`config.mk`:
```
export PLATFORM = sky130hd
export DESIGN_NAME = perf_monitor
export DESIGN_NICKNAME = d
export VERILOG_FILES = /design/src/rtl/perf_monitor_pkg.sv /design/src/rtl/perf_monitor_sat_counter.sv /design/src/rtl/perf_monitor.sv
export SDC_FILE = /design/constraint.sdc
export NUM_CORES = 1
export LEC_CHECK = 0
export ABC_AREA = 1
export CAP_MARGIN = 20
export CORE_UTILIZATION = 50
export DETAILED_ROUTE_END_ITERATION = 16
export PLACE_DENSITY = 0.67
export SYNTH_ARGS = -nofsm -noshare
export SYNTH_HDL_FRONTEND = slang
export SYNTH_HIERARCHICAL = 1
export SYNTH_SLANG_ARGS = --single-unit
export TNS_END_PERCENT = 100
```
`constraint.sdc`:
```
create_clock -name clk -period 4.55 [get_ports clk]
set_input_delay 0.91 -clock clk [delete_from_list [all_inputs] [get_ports clk]]
set_output_delay 0.91 -clock clk [all_outputs]
set_load 0.005 [all_outputs]
```
`src/rtl/perf_monitor_pkg.sv`:
```
`default_nettype none
// ============================================================================
// perf_monitor_pkg : shared encodings for the pipeline performance monitor
// Rev 1.0
// ============================================================================
package perf_monitor_pkg;

  typedef logic [1:0] state_t;

  localparam logic [2:0] SEL_CYC = 3'd0;
  localparam logic [2:0] SEL_RET = 3'd1;
  localparam logic [2:0] SEL_LU  = 3'd2;
  localparam logic [2:0] SEL_JB  = 3'd3;
  localparam logic [2:0] SEL_SYS = 3'd4;
  localparam logic [2:0] SEL_CPI = 3'd5;

  localparam state_t ST_IDLE = 2'd0;
  localparam state_t ST_RUN  = 2'd1;
  localparam state_t ST_HALT = 2'd2;

  localparam int SIG_BUBBLE  = 31;
  localparam int SIG_SYSCALL = 15;

endpackage
`default_nettype wire

```
`src/rtl/perf_monitor_sat_counter.sv`:
```
`default_nettype none
// ============================================================================
// sat_counter : CNT_W-bit event counter that sticks at all-ones
// Rev 1.0
// ============================================================================
module sat_counter
  import perf_monitor_pkg::*;
#(
  parameter int CNT_W = 32
) (
  input  logic             clk,
  input  logic             rst_n,
  input  logic             inc,
  input  logic             clr,
  output logic [CNT_W-1:0] count,
  output logic             sat_flag
);

  logic [CNT_W-1:0] count_nxt;

  always_comb begin
    count_nxt = count;
    if (clr)
      count_nxt = '0;
    else if (inc && !(&count))
      count_nxt = count + CNT_W'(1);
  end

  // Flag follows the value being loaded, so it rises on the edge the counter tops out.
  assign sat_flag = &count_nxt;

  always_ff @(posedge clk) begin
    if (!rst_n)
      count <= '0;
    else
      count <= count_nxt;
  end

endmodule
`default_nettype wire

```
`src/rtl/perf_monitor.sv`:
```
`default_nettype none
// ============================================================================
// perf_monitor : WB-side event counters with snapshot and registered readout
// Optional macro PERF_CPI_EN adds a 16.16 CPI divider (sel=5) and cpi_busy.
// Rev 1.0
// ============================================================================
module perf_monitor
  import perf_monitor_pkg::*;
#(
  parameter int CNT_W   = 32,
  parameter int NUM_CNT = 5
) (
  input  logic        clk,
  input  logic        rst_n,
  input  logic [31:0] wb_signal,
  input  logic        lu,
  input  logic        JB,
  input  logic        halt,
  input  logic        clr_cnt,
  input  logic        snap,
  input  logic [2:0]  sel,
  input  logic        use_snap,
  output logic [31:0] count_out,
  output logic [1:0]  state_out,
  output logic        sat
`ifdef PERF_CPI_EN
  ,
  output logic        cpi_busy
`endif
);

  state_t           state, state_nxt;
  logic             retire;
  logic             count_en;
  logic [NUM_CNT-1:0] inc;
  logic [NUM_CNT-1:0] cnt_sat;
  logic [CNT_W-1:0] cnt    [NUM_CNT];
  logic [CNT_W-1:0] shadow [NUM_CNT];
  logic [31:0]      sel_word;

  assign retire = !wb_signal[SIG_BUBBLE];
  // The IDLE->RUN cycle is itself counted.
  assign count_en = (state == ST_RUN) || ((state == ST_IDLE) && retire);

  always_comb begin
    inc          = '0;
    inc[SEL_CYC] = count_en;
    inc[SEL_RET] = count_en && retire;
    inc[SEL_LU]  = count_en && lu;
    inc[SEL_JB]  = count_en && JB;
    inc[SEL_SYS] = count_en && retire && wb_signal[SIG_SYSCALL];
  end

  always_comb begin
    state_nxt = state;
    case (state)
      ST_IDLE: if (retire) state_nxt = ST_RUN;
      ST_RUN: begin
        if (clr_cnt)   state_nxt = ST_IDLE;
        else if (halt) state_nxt = ST_HALT;
      end
      ST_HALT: if (clr_cnt) state_nxt = ST_IDLE;
      default: state_nxt = ST_IDLE;
    endcase
  end

  always_ff @(posedge clk) begin
    if (!rst_n)
      state <= ST_IDLE;
    else
      state <= state_nxt;
  end

  assign state_out = state;

  for (genvar i = 0; i < NUM_CNT; i++) begin : g_cnt
    sat_counter #(.CNT_W(CNT_W)) u_cnt (
      .clk      (clk),
      .rst_n    (rst_n),
      .inc      (inc[i]),
      .clr      (clr_cnt),
      .count    (cnt[i]),
      .sat_flag (cnt_sat[i])
    );
  end

  // Shadows take the pre-update values, so snap+clr preserves the old totals.
  always_ff @(posedge clk) begin
    if (!rst_n)
      shadow <= '{default: '0};
    else if (snap)
      shadow <= cnt;
  end

  always_ff @(posedge clk) begin
    if (!rst_n || clr_cnt)
      sat <= 1'b0;
    else if (|cnt_sat)
      sat <= 1'b1;
  end

`ifdef PERF_CPI_EN
  localparam int DIV_W = 48;

  logic [DIV_W-1:0] quo;
  logic [31:0]      rem;
  logic [31:0]      divisor;
  logic [31:0]      cpi_res;
  logic [5:0]       div_left;
  logic             busy;
  logic [32:0]      rem_sh, rem_sub;
  logic             q_bit;
  logic [31:0]      cyc32, ret32;
  logic             unused_div;

  always_comb begin
    cyc32 = '0;
    ret32 = '0;
    cyc32[CNT_W-1:0] = cnt[SEL_CYC];
    ret32[CNT_W-1:0] = cnt[SEL_RET];
    rem_sh  = {rem, quo[DIV_W-1]};
    rem_sub = rem_sh - {1'b0, divisor};
    q_bit   = (rem_sh >= {1'b0, divisor});
  end

  // The remainder stays below the divisor, so the top subtract bit is never needed.
  assign unused_div = rem_sub[32];

  always_ff @(posedge clk) begin
    if (!rst_n) begin
      busy     <= 1'b0;
      cpi_res  <= '0;
      quo      <= '0;
      rem      <= '0;
      divisor  <= '0;
      div_left <= '0;
    end else if (snap) begin
      if (ret32 == '0) begin
        busy    <= 1'b0;
        cpi_res <= '1;
      end else begin
        busy     <= 1'b1;
        quo      <= {cyc32, 16'h0000};
        rem      <= '0;
        divisor  <= ret32;
        div_left <= 6'(DIV_W - 1);
      end
    end else if (busy) begin
      rem      <= q_bit ? rem_sub[31:0] : rem_sh[31:0];
      quo      <= {quo[DIV_W-2:0], q_bit};
      div_left <= div_left - 6'd1;
      if (div_left == 6'd0) begin
        busy    <= 1'b0;
        cpi_res <= (|quo[DIV_W-2:31]) ? '1 : {quo[30:0], q_bit};
      end
    end
  end

  assign cpi_busy = busy;
`endif

  always_comb begin
    sel_word = '0;
    case (sel)
      SEL_CYC, SEL_RET, SEL_LU, SEL_JB, SEL_SYS:
        sel_word[CNT_W-1:0] = use_snap ? shadow[sel] : cnt[sel];
`ifdef PERF_CPI_EN
      SEL_CPI: sel_word = cpi_res;
`endif
      default: sel_word = '0;
    endcase
  end

  always_ff @(posedge clk) begin
    if (!rst_n)
      count_out <= '0;
    else
      count_out <= sel_word;
  end

  logic unused_sig;
  assign unused_sig = ^{wb_signal[30:16], wb_signal[14:0]};

endmodule
`default_nettype wire

```
After elaboration in Yosys (flattened, before gate mapping)
Index checks and enable logic that the tools add are counted.
Widths: inputs -> output; s select.
- register bits after elaboration: 355
- output and inout port bits: 35
- logic and storage cells: 86
- add/sub/neg operators: 5
- $lt $le $gt $ge: 1
- equal/unequal tests: 9
- multiplexer cells: 22
- bitwise gates (word level): 1
- reductions and logical operators: 35
- operator list (cell ; count):
    $mux 32 ; 15
    $reduce_and 32->1 ; 10
    $bmux 32 s3 ; 2
    $add 32x1->32 const B ; 5
    $logic_and 1x1->1 ; 10
    $reduce_or 5->1 ; 2
    $mux 2 ; 4
    $logic_not 1->1 ; 7
    $eq 3x2->1 const B ; 2
    $pmux 2 s3 ; 1
    $ge 4x4->1 const B ; 1
    $ne 2x2->1 const B ; 2
    $not 3->4 ; 1
    $eq 3x1->1 const B ; 1
    $eq 3x3->1 const B ; 1
    $logic_not 3->1 ; 1
    $ne 3x3->1 const B ; 1
    $reduce_and 3->1 ; 1
    $eq 2x1->1 const B ; 1
    $eq 2x2->1 const B ; 1
    $logic_not 2->1 ; 1
    $logic_or 1x1->1 ; 2
    $reduce_and 2->1 ; 1

Depth between registers and ports, before layout
Gate-level depths: netlist of the first run.
- depth in word-level cells: 10
- depth in mapped cells: 22
- gate-level depth less buffers: 22

Modules after synthesis
Netlist of the first run, hierarchy kept.
- modules (own cells, without submodules) (module ; times used ; cells an instance ; area each (µm²)):
    sat_counter ; 5 ; 395 ; 2283.4
    perf_monitor ; 1 ; 1559 ; 9952.0

Worst setup path after synthesis of the first run
Ideal clock, no wire load.
- path kind: input port to flip-flop
- start point: input wb_signal[31]
- end point: register sat
- library setup time: 0.110 ns
- arrival: 2.481 ns
- data required time: 4.440 ns
- slack: 1.959 ns
- cell stages on the path: 19
- path buffers: 1
- cells stage by stage: inv_1 o21ai_0 nor2_1 buf_2 inv_1 nor2_1 nand2_1 nor2_1 nand3_1 nand2_1 nor2_1 nand2_1 nor2_1 nand3_1 nor2_1 nor2_1 nand3_1 nand3_1 inv_1
- RTL lines (item ; RTL line ; text):
    from (decl) ; perf_monitor.sv:15 ; input logic [31:0] wb_signal,
    $logic_not 1->1 ; perf_monitor.sv:41 ; assign retire = !wb_signal[SIG_BUBBLE];
    $logic_and 1x1->1 ; perf_monitor.sv:43 ; assign count_en = (state == ST_RUN) || ((state == ST_IDLE) && retire);
    $logic_or 1x1->1 ; perf_monitor.sv:43 ;
    $logic_and 1x1->1 ; perf_monitor.sv:49 ; inc[SEL_LU] = count_en && lu;
    named net inc[2] ; perf_monitor.sv:35 ; logic [NUM_CNT-1:0] inc;
    $logic_and 1x1->1 ; perf_monitor_sat_counter.sv:25 ; else if (inc && !(&count))
    $mux 32 ; perf_monitor_sat_counter.sv:25 ;
    $mux 32 ; perf_monitor_sat_counter.sv:23 ; if (clr)
    $reduce_and 32->1 ; perf_monitor_sat_counter.sv:30 ; assign sat_flag = &count_nxt;
    named net cnt_sat[2] ; perf_monitor.sv:36 ; logic [NUM_CNT-1:0] cnt_sat;
    $reduce_or 5->1 ; perf_monitor.sv:98 ; else if (|cnt_sat)
    to (signal assigned) ; perf_monitor.sv:97 ; sat <= 1'b0;
    to (signal assigned) ; perf_monitor.sv:99 ; sat <= 1'b1;
    to (decl) ; perf_monitor.sv:25 ; output logic sat
The timed path passes the listed nets, and every way through them passes these cells.
A chain may end at the register's enable or synchronous reset.

Worst setup path in the final report of the first run
- start point: input wb_signal[31]
- end point: register sat
- RTL lines (item ; RTL line ; text):
    $logic_not 1->1 ; perf_monitor.sv:41 ;
    $logic_and 1x1->1 ; perf_monitor.sv:43 ;
    $logic_or 1x1->1 ; perf_monitor.sv:43 ;
    $logic_and 1x1->1 ; perf_monitor.sv:50 ; inc[SEL_JB] = count_en && JB;
    named net inc[3] ; perf_monitor.sv:35 ;
    $logic_and 1x1->1 ; perf_monitor_sat_counter.sv:25 ;
    $mux 32 ; perf_monitor_sat_counter.sv:25 ;
    $mux 32 ; perf_monitor_sat_counter.sv:23 ;
    $reduce_and 32->1 ; perf_monitor_sat_counter.sv:30 ;
    named net cnt_sat[3] ; perf_monitor.sv:36 ;
    $reduce_or 5->1 ; perf_monitor.sv:98 ;
The timed path passes the listed nets, and every way through them passes these cells.

==> flow_summary_export.csv, run 1 <==
group,metric,value,unit
outcome,status,"finished, final reports clean",
synthesis,synth_top_area_frac,0.333,
synthesis,ys_top_cells_by_area,"dfxtp_1 33%, nand2_1 15%, nor2_1 9.4%, nand3_1 8.9%, inv_1 7.2%",
global_route,antenna_found_initial,0,
synthesis,synth.distinct_cells,29,
drt,drc,0,
cells_and_area,regArea,7110,sq um
worst_setup_path,cp-end-kind,"register",
global_route,grt_max_degree,136,
cells_and_area,drive_gt1_frac,0.0695,
global_route,overflow,0,
power_and_ir_drop,powerDensity,312,nW/um^2
placed_design,place_hpwl,53600,um
worst_setup_path,crit_chain,"clkdlybuf4s50_1, inv_1, o21ai_0, buf_4, nor2_1, nand3_1, nor2_2, inv_1, nor3b_1, nand2_1, nand2_1, nand3_1, nor2_1, nand2_1, nor2_1, nand2_1, nor2_1, nor2_1, nand3_1, nand3_1, inv_1",
floorplanning,num_rows,75,
global_route,grt_pass1_wl,113000,um
global_route,met2_usage,0.528,
drt,wirelength,73500,um
synthesis,yosys_warnings,6,
synthesis,synth.net_count,3582,
drt,wire_per_inst,18.1,um
placed_design,routabilityCongestion,0.955,
worst_setup_path,crit_fanout,4,
power_and_ir_drop,p_leak,8.99,nW
drt,vias,22700,
worst_setup_path,crit_slowest_cell,"clkdlybuf4s50_1",
clock_network,cts.sink_count,355,
clock_network,clk_pin_slew,0.06,ns
synthesis,synthCells,3534,
timing,rsz0062_at_grt,"false",
clock_network,cts-root-buf,"clkbuf_16",
cells_and_area,diodes,0,
floorplanning,coreArea,42000,sq um
clock_network,clkLatencyLatePin,0.57,ns
synthesis,synth-seq-cells,355,
worst_setup_path,crit_required,5.06,ns
synthesis,syn-cell-area,21400,sq um
cells_and_area,syn2layout_area_growth,10.3,%
timing,finalClockSkew,0.0107,ns
worst_setup_path,cp-start-kind,"input port",
placed_design,placed_area,22100,sq um
floorplanning,die_width,209,um
cells_and_area,fin_area,23600,sq um
floorplanning,start_util,0.508,
worst_setup_path,path_buf_inv,5,
global_route,top_usage_layer,"met2",
placed_design,io_buffers,47,
clock_network,htree_levels,2,
timing,tns,0,ns
worst_setup_path,crit_top_cell,"nor2_1",
worst_setup_path,path_class,"input port to register",
power_and_ir_drop,max-vdd-ir-drop,282,uV
clock_network,clockBufferDepth,3,
synthesis,synth_area_per_cell,6.05,sq um
synthesis,yosysSeqAreaShare,0.333,
timing,max_slew_margin,0.324,
worst_setup_path,crit_family,"simple AND/OR/NAND/NOR gates",
cells_and_area,layout_common_cells,"861 x nand2_1, 536 x nor2_1, 412 x inv_1",
clock_network,cts_hold_buf,0,
synthesis,synth_top_area_cell,"dfxtp_1",
clock_network,numCtsBuffers,42,
clock_network,post-cts-setup-buffers,0,
floorplanning,die_area,43600,sq um
global_route,use_met1,0.430,
timing,drv_slew,0,
cells_and_area,multi_input_area,12000,sq um
global_route,track_usage,0.333,
global_route,grt_pass1_vias,20500,
cells_and_area,finalNetCount,3547,
timing,fmax,0.293,GHz
cells_and_area,layout_commonest_cell,"nand2_1",
timing,post-route-min-period,3.41,ns
timing,worstMarginPinSlew,1.01,ns
global_route,grt_use_met3,0.0586,
floorplanning,ios,78,
run,maxCapViolations,0,
clock_network,cts_tree,"built",
cells_and_area,fill_cells,4238,
timing,hold_violations,0,
min_path,hold_class,"register to register",
floorplanning,die_h,209,um
drt,drt_iter0_markers,2336,
clock_network,cts_resized,0,
drt,vias_per_cell,5.59,
worst_setup_path,max_stage_delay,0.46,ns
worst_setup_path,worstPathArrival,3.93,ns
timing,fin_crit_sh,0.750,
drt,first_pass_iters,6,
timing,finalSetupViolations,0,
drt,drtAntennaViolNets,0,
[state kept, by name, summed over array words and instances (netlist names)]
signal             flops
shadow               160
state_out              2
sat                    1
count_out             32
g_cnt.u_cnt/count    160
[power breakdown]
group	internal [mW]	total, mW	leakage (nW)	switching [mW]
combinational	0.238	0.714	5.42	0.476
sequential	3.21	3.27	2.90	0.0597
clock	2.00	3.37	0.667	1.37
[synthesized netlist by cell type]
master / count
a21oi_1: 237
and2_1: 5
xor2_1: 20
nor2_2: 25
nor3_1: 115
nand3_1: 380
nand3_2: 20
clkinv_1: 1
nand2_4: 10
inv_2: 7
o21bai_1: 32
clkbuf_1: 92
nand3b_1: 10
ha_1: 5
nand2_1: 861
nand2_2: 20
o21ai_0: 198
nor3b_1: 11
nor2_4: 23
buf_1: 7
a31oi_1: 5
nor2_1: 536
or2_2: 32
o21ai_1: 1
nand4_1: 46
inv_1: 412
dfxtp_1: 355
buf_2: 63
buf_6: 5
[routing by layer]
| layer | part of all wire | vias to the layer above |
|---|---|---|
| li1 | - | 11200 |
| met1 | 0.42 | 10500 |
| met2 | 0.45 | 858 |
| met3 | 0.078 | 169 |
| met4 | 0.056 | 0 |
| met5 | 0 | - |
[stage by stage]
stage / setup slack, ns / utilization / total power [mW] / hold WS, ns / cells
2_1_floorplan: 1.96 / - / 3.80 / 0.429 / 3534
3_3_place_gp: 0.689 / 0.525 / 4.00 / 0.438 / 3989
3_5_place_dp: 0.635 / 0.525 / 4.02 / 0.444 / 3989
4_1_cts: 1.22 / 0.557 / 7.37 / 0.453 / 4061
5_1_grt: 0.812 / 0.561 / 7.61 / 0.473 / 4066
6_report: 1.14 / 0.561 / 7.35 / 0.450 / 4066
[worst register-to-register path: stages, from the launching register on]
cell and delay [ns]:
dfxtp_1 0.56, ha_1 0.28, nand2_1 0.10, nor2_4 0.16
nand2_2 0.10, nor2_2 0.12, nand3_2 0.37, nand3_1 0.24
nand2_1 0.09, nor2_1 0.09, nand2_1 0.05, nor2_1 0.16
nand3_1 0.14, nor2_1 0.21, nor2_1 0.07, buf_4 0.17
nand3_1 0.09, nand3_1 0.06, inv_1 0.08
[area by class of cell]
cell class	instances	share of cell area
repair buffers	88	0.0385
clock buffers	64	0.0533
well taps	539	0.0286
flip-flops and latches	355	0.302
multi-input cells	2592	0.507
inverters	420	0.0669
clock inverters	8	0.00398
[cell families (layout without fill, tap and decap cells)]
group,Yosys count,after routing,synth area share
AOI/OAI and AO/OA,473,473,0.115
xor gates and xnor gates,20,20,0.00820
adders and majority gates,5,5,0.00293
buffers and inverters,587,580,0.109
DFF,355,355,0.333
and+or+nand+nor,2094,2094,0.433
[path summary, 6_finish.rpt]
kind                                         startpoint         end  slack, ns  depth (start not counted)
worst min-delay path                         shadow[16]  shadow[16]       0.45                          2
worst max-delay path                      wb_signal[31]         sat       1.14                         21
worst min register to register               shadow[16]  shadow[16]       0.45                          2
worst max register to register  g_cnt[4].u_cnt/count[0]         sat       1.36                         18
No activity file was read; power rests on OpenSTA's default activity.
==> run 2, diff against run 1 <==
==> constraint.sdc (replaced) <==
create_clock -name clk -period 3.24 [get_ports clk]
set_input_delay 0.648 -clock clk [delete_from_list [all_inputs] [get_ports clk]]
set_output_delay 0.648 -clock clk [all_outputs]
set_load 0.005 [all_outputs]
==> flow_summary_export.csv, run 2 (synthesis gave the netlist of run 1 again) <==
group,metric,value,unit
min_path,hold_class,"input port to register",
drt,wire_per_inst,18.0,um
power_and_ir_drop,max-vdd-ir-drop,365,uV
global_route,grt_max_degree,160,
floorplanning,num_rows,75,
global_route,track_usage,0.350,
clock_network,cts.sink_count,355,
worst_setup_path,crit_family,"simple AND/OR/NAND/NOR gates",
timing,fmax,0.331,GHz
floorplanning,ios,78,
cells_and_area,layout_common_cells,"861 x nand2_1, 535 x nor2_1, 412 x inv_1",
timing,worst_slack,0.219,ns
timing,worstMarginPinSlew,0.935,ns
cells_and_area,layout_commonest_cell,"nand2_1",
worst_setup_path,crit_fanout,15,
drt,first_pass_iters,5,
clock_network,cts-root-buf,"clkbuf_16",
drt,vias,23600,
worst_setup_path,crit_start,"g_cnt[1].u_cnt/count[0]",
clock_network,clk_pin_slew,0.06,ns
placed_design,pre_cts_ws,-0.339,ns
power_and_ir_drop,powerDensity,415,nW/um^2
cells_and_area,finalNetCount,3772,
floorplanning,coreArea,42000,sq um
worst_setup_path,crit_slowest_cell,"dfxtp_2",
worst_setup_path,path_buf_inv,2,
timing,fin_crit_sh,0.932,
drt,drc,0,
timing,hold_violations,0,
floorplanning,die_width,209,um
placed_design,place_hpwl,57200,um
cells_and_area,syn2layout_area_growth,18.1,%
worst_setup_path,worstPathArrival,3.55,ns
drt,drt_iter0_markers,2698,
drt,drt-met1-wl,32800,um
timing,post-route-min-period,3.02,ns
timing,finalSetupViolations,0,
floorplanning,start_util,0.508,
clock_network,post-cts-setup-buffers,0,
worst_setup_path,cp-start-kind,"register",
clock_network,cts_resized,0,
timing,finalClockSkew,0.0210,ns
drt,wl_met3,5480,um
placed_design,routabilityCongestion,0.997,
worst_setup_path,reg2reg_from,"g_cnt[1].u_cnt/count[0]",
global_route,antenna_found_initial,0,
outcome,status,"finished, final reports clean",
cells_and_area,fill_cells,4148,
global_route,grt_pass1_wl,119000,um
worst_setup_path,path_class,"register to register",
timing,drv_slew,0,
drt,drtAntennaViolNets,0,
timing,max_slew_margin,0.377,
min_path,min_from,"snap",
worst_setup_path,crit_chain,"ha_1, nand2_1, nor2_4, nand2_2, nor2_2, nand2_4, nand2_4, inv_1, nand2_1, nand2_1, nor2_1, nand2_1, nor2_1, nand3_1, nor2_1, nor2_1, nand3_1, nand3_1, inv_1",
drt,routed.top_layer,"met4",
run,maxCapViolations,0,
cells_and_area,reg_top3,"g_cnt.u_cnt/count x160, shadow x160, count_out x32",
worst_setup_path,max_stage_delay,0.41,ns
cells_and_area,drive_gt1_frac,0.127,
clock_network,htree_levels,2,
global_route,overflow,0,
worst_setup_path,crit_required,3.77,ns
timing,holdWs,0.433,ns
clock_network,cts_tree,"built",
global_route,grt_pass1_vias,21400,
clock_network,numCtsBuffers,42,
drt,wirelength,77400,um
power_and_ir_drop,p_leak,10.0,nW
cells_and_area,diodes,0,
placed_design,io_buffers,47,
clock_network,clkLatencyLatePin,0.58,ns
clock_network,clockBufferDepth,3,
floorplanning,die_area,43600,sq um
drt,vias_per_cell,5.50,
worst_setup_path,cp-end-kind,"register",
floorplanning,die_h,209,um
clock_network,cts_hold_buf,0,
drt,wl_met2,35300,um
run 2: changes by cell type in the layout (fill, tap and decap cells not counted), moves of 2 or more:
cell,delta
clkinv_4,+2
buf_8,+2
buf_4,+224
buf_12,+4
clkinvlp_4,+4
clkbuf_1,-3
buf_16,-5
run 2: stage by stage:
| stage | cells | total power, mW | TNS [ns] | instance area, sq um | utilization |
|---|---|---|---|---|---|
| detailed placement | 4217 | 5.76 | -0.339 | 23800 | 0.567 |
| global route | 4293 | 10.8 | -0.00218 | 25200 | 0.601 |
| CTS | 4291 | 10.5 | 0 | 25200 | 0.600 |
| global placement | 4217 | 5.73 | -0.351 | 23800 | 0.567 |
| floorplan | 3534 | 5.33 | 0 | 21400 | - |
| finish | 4293 | 10.5 | 0 | 25200 | 0.601 |
run 2: cell type report:
cell class	instances	area (sq um)	area share
clock buffers	60	1230	0.0487
clock inverters	14	141	0.00560
inverters	420	1580	0.0624
multi-input cells	2592	12000	0.474
flip-flops and latches	355	7110	0.282
well taps	539	674	0.0267
repair buffers	313	2560	0.101
run 2: per-layer routing:
metal  vias up  GRT usage
met5         -          0
met4         0      0.165
met3       162     0.0445
met2       933      0.566
met1     10800      0.463
li1      11700          -
run 2: worst paths after layout:
path / endpoint / slack (ns) / cells after the start
hold / removal: shadow[94] / 0.43 / 2
setup / recovery: sat / 0.22 / 19
setup reg to reg: sat / 0.22 / 19
hold reg to reg: shadow[21] / 0.45 / 2
run 2: where the power goes:
group | leakage (nW) | internal, mW | switching [mW]
logic | 6.47 | 0.409 | 0.707
clock network | 0.665 | 2.80 | 1.98
registers | 2.90 | 4.51 | 0.0739
total | 10.0 | 7.72 | 2.76
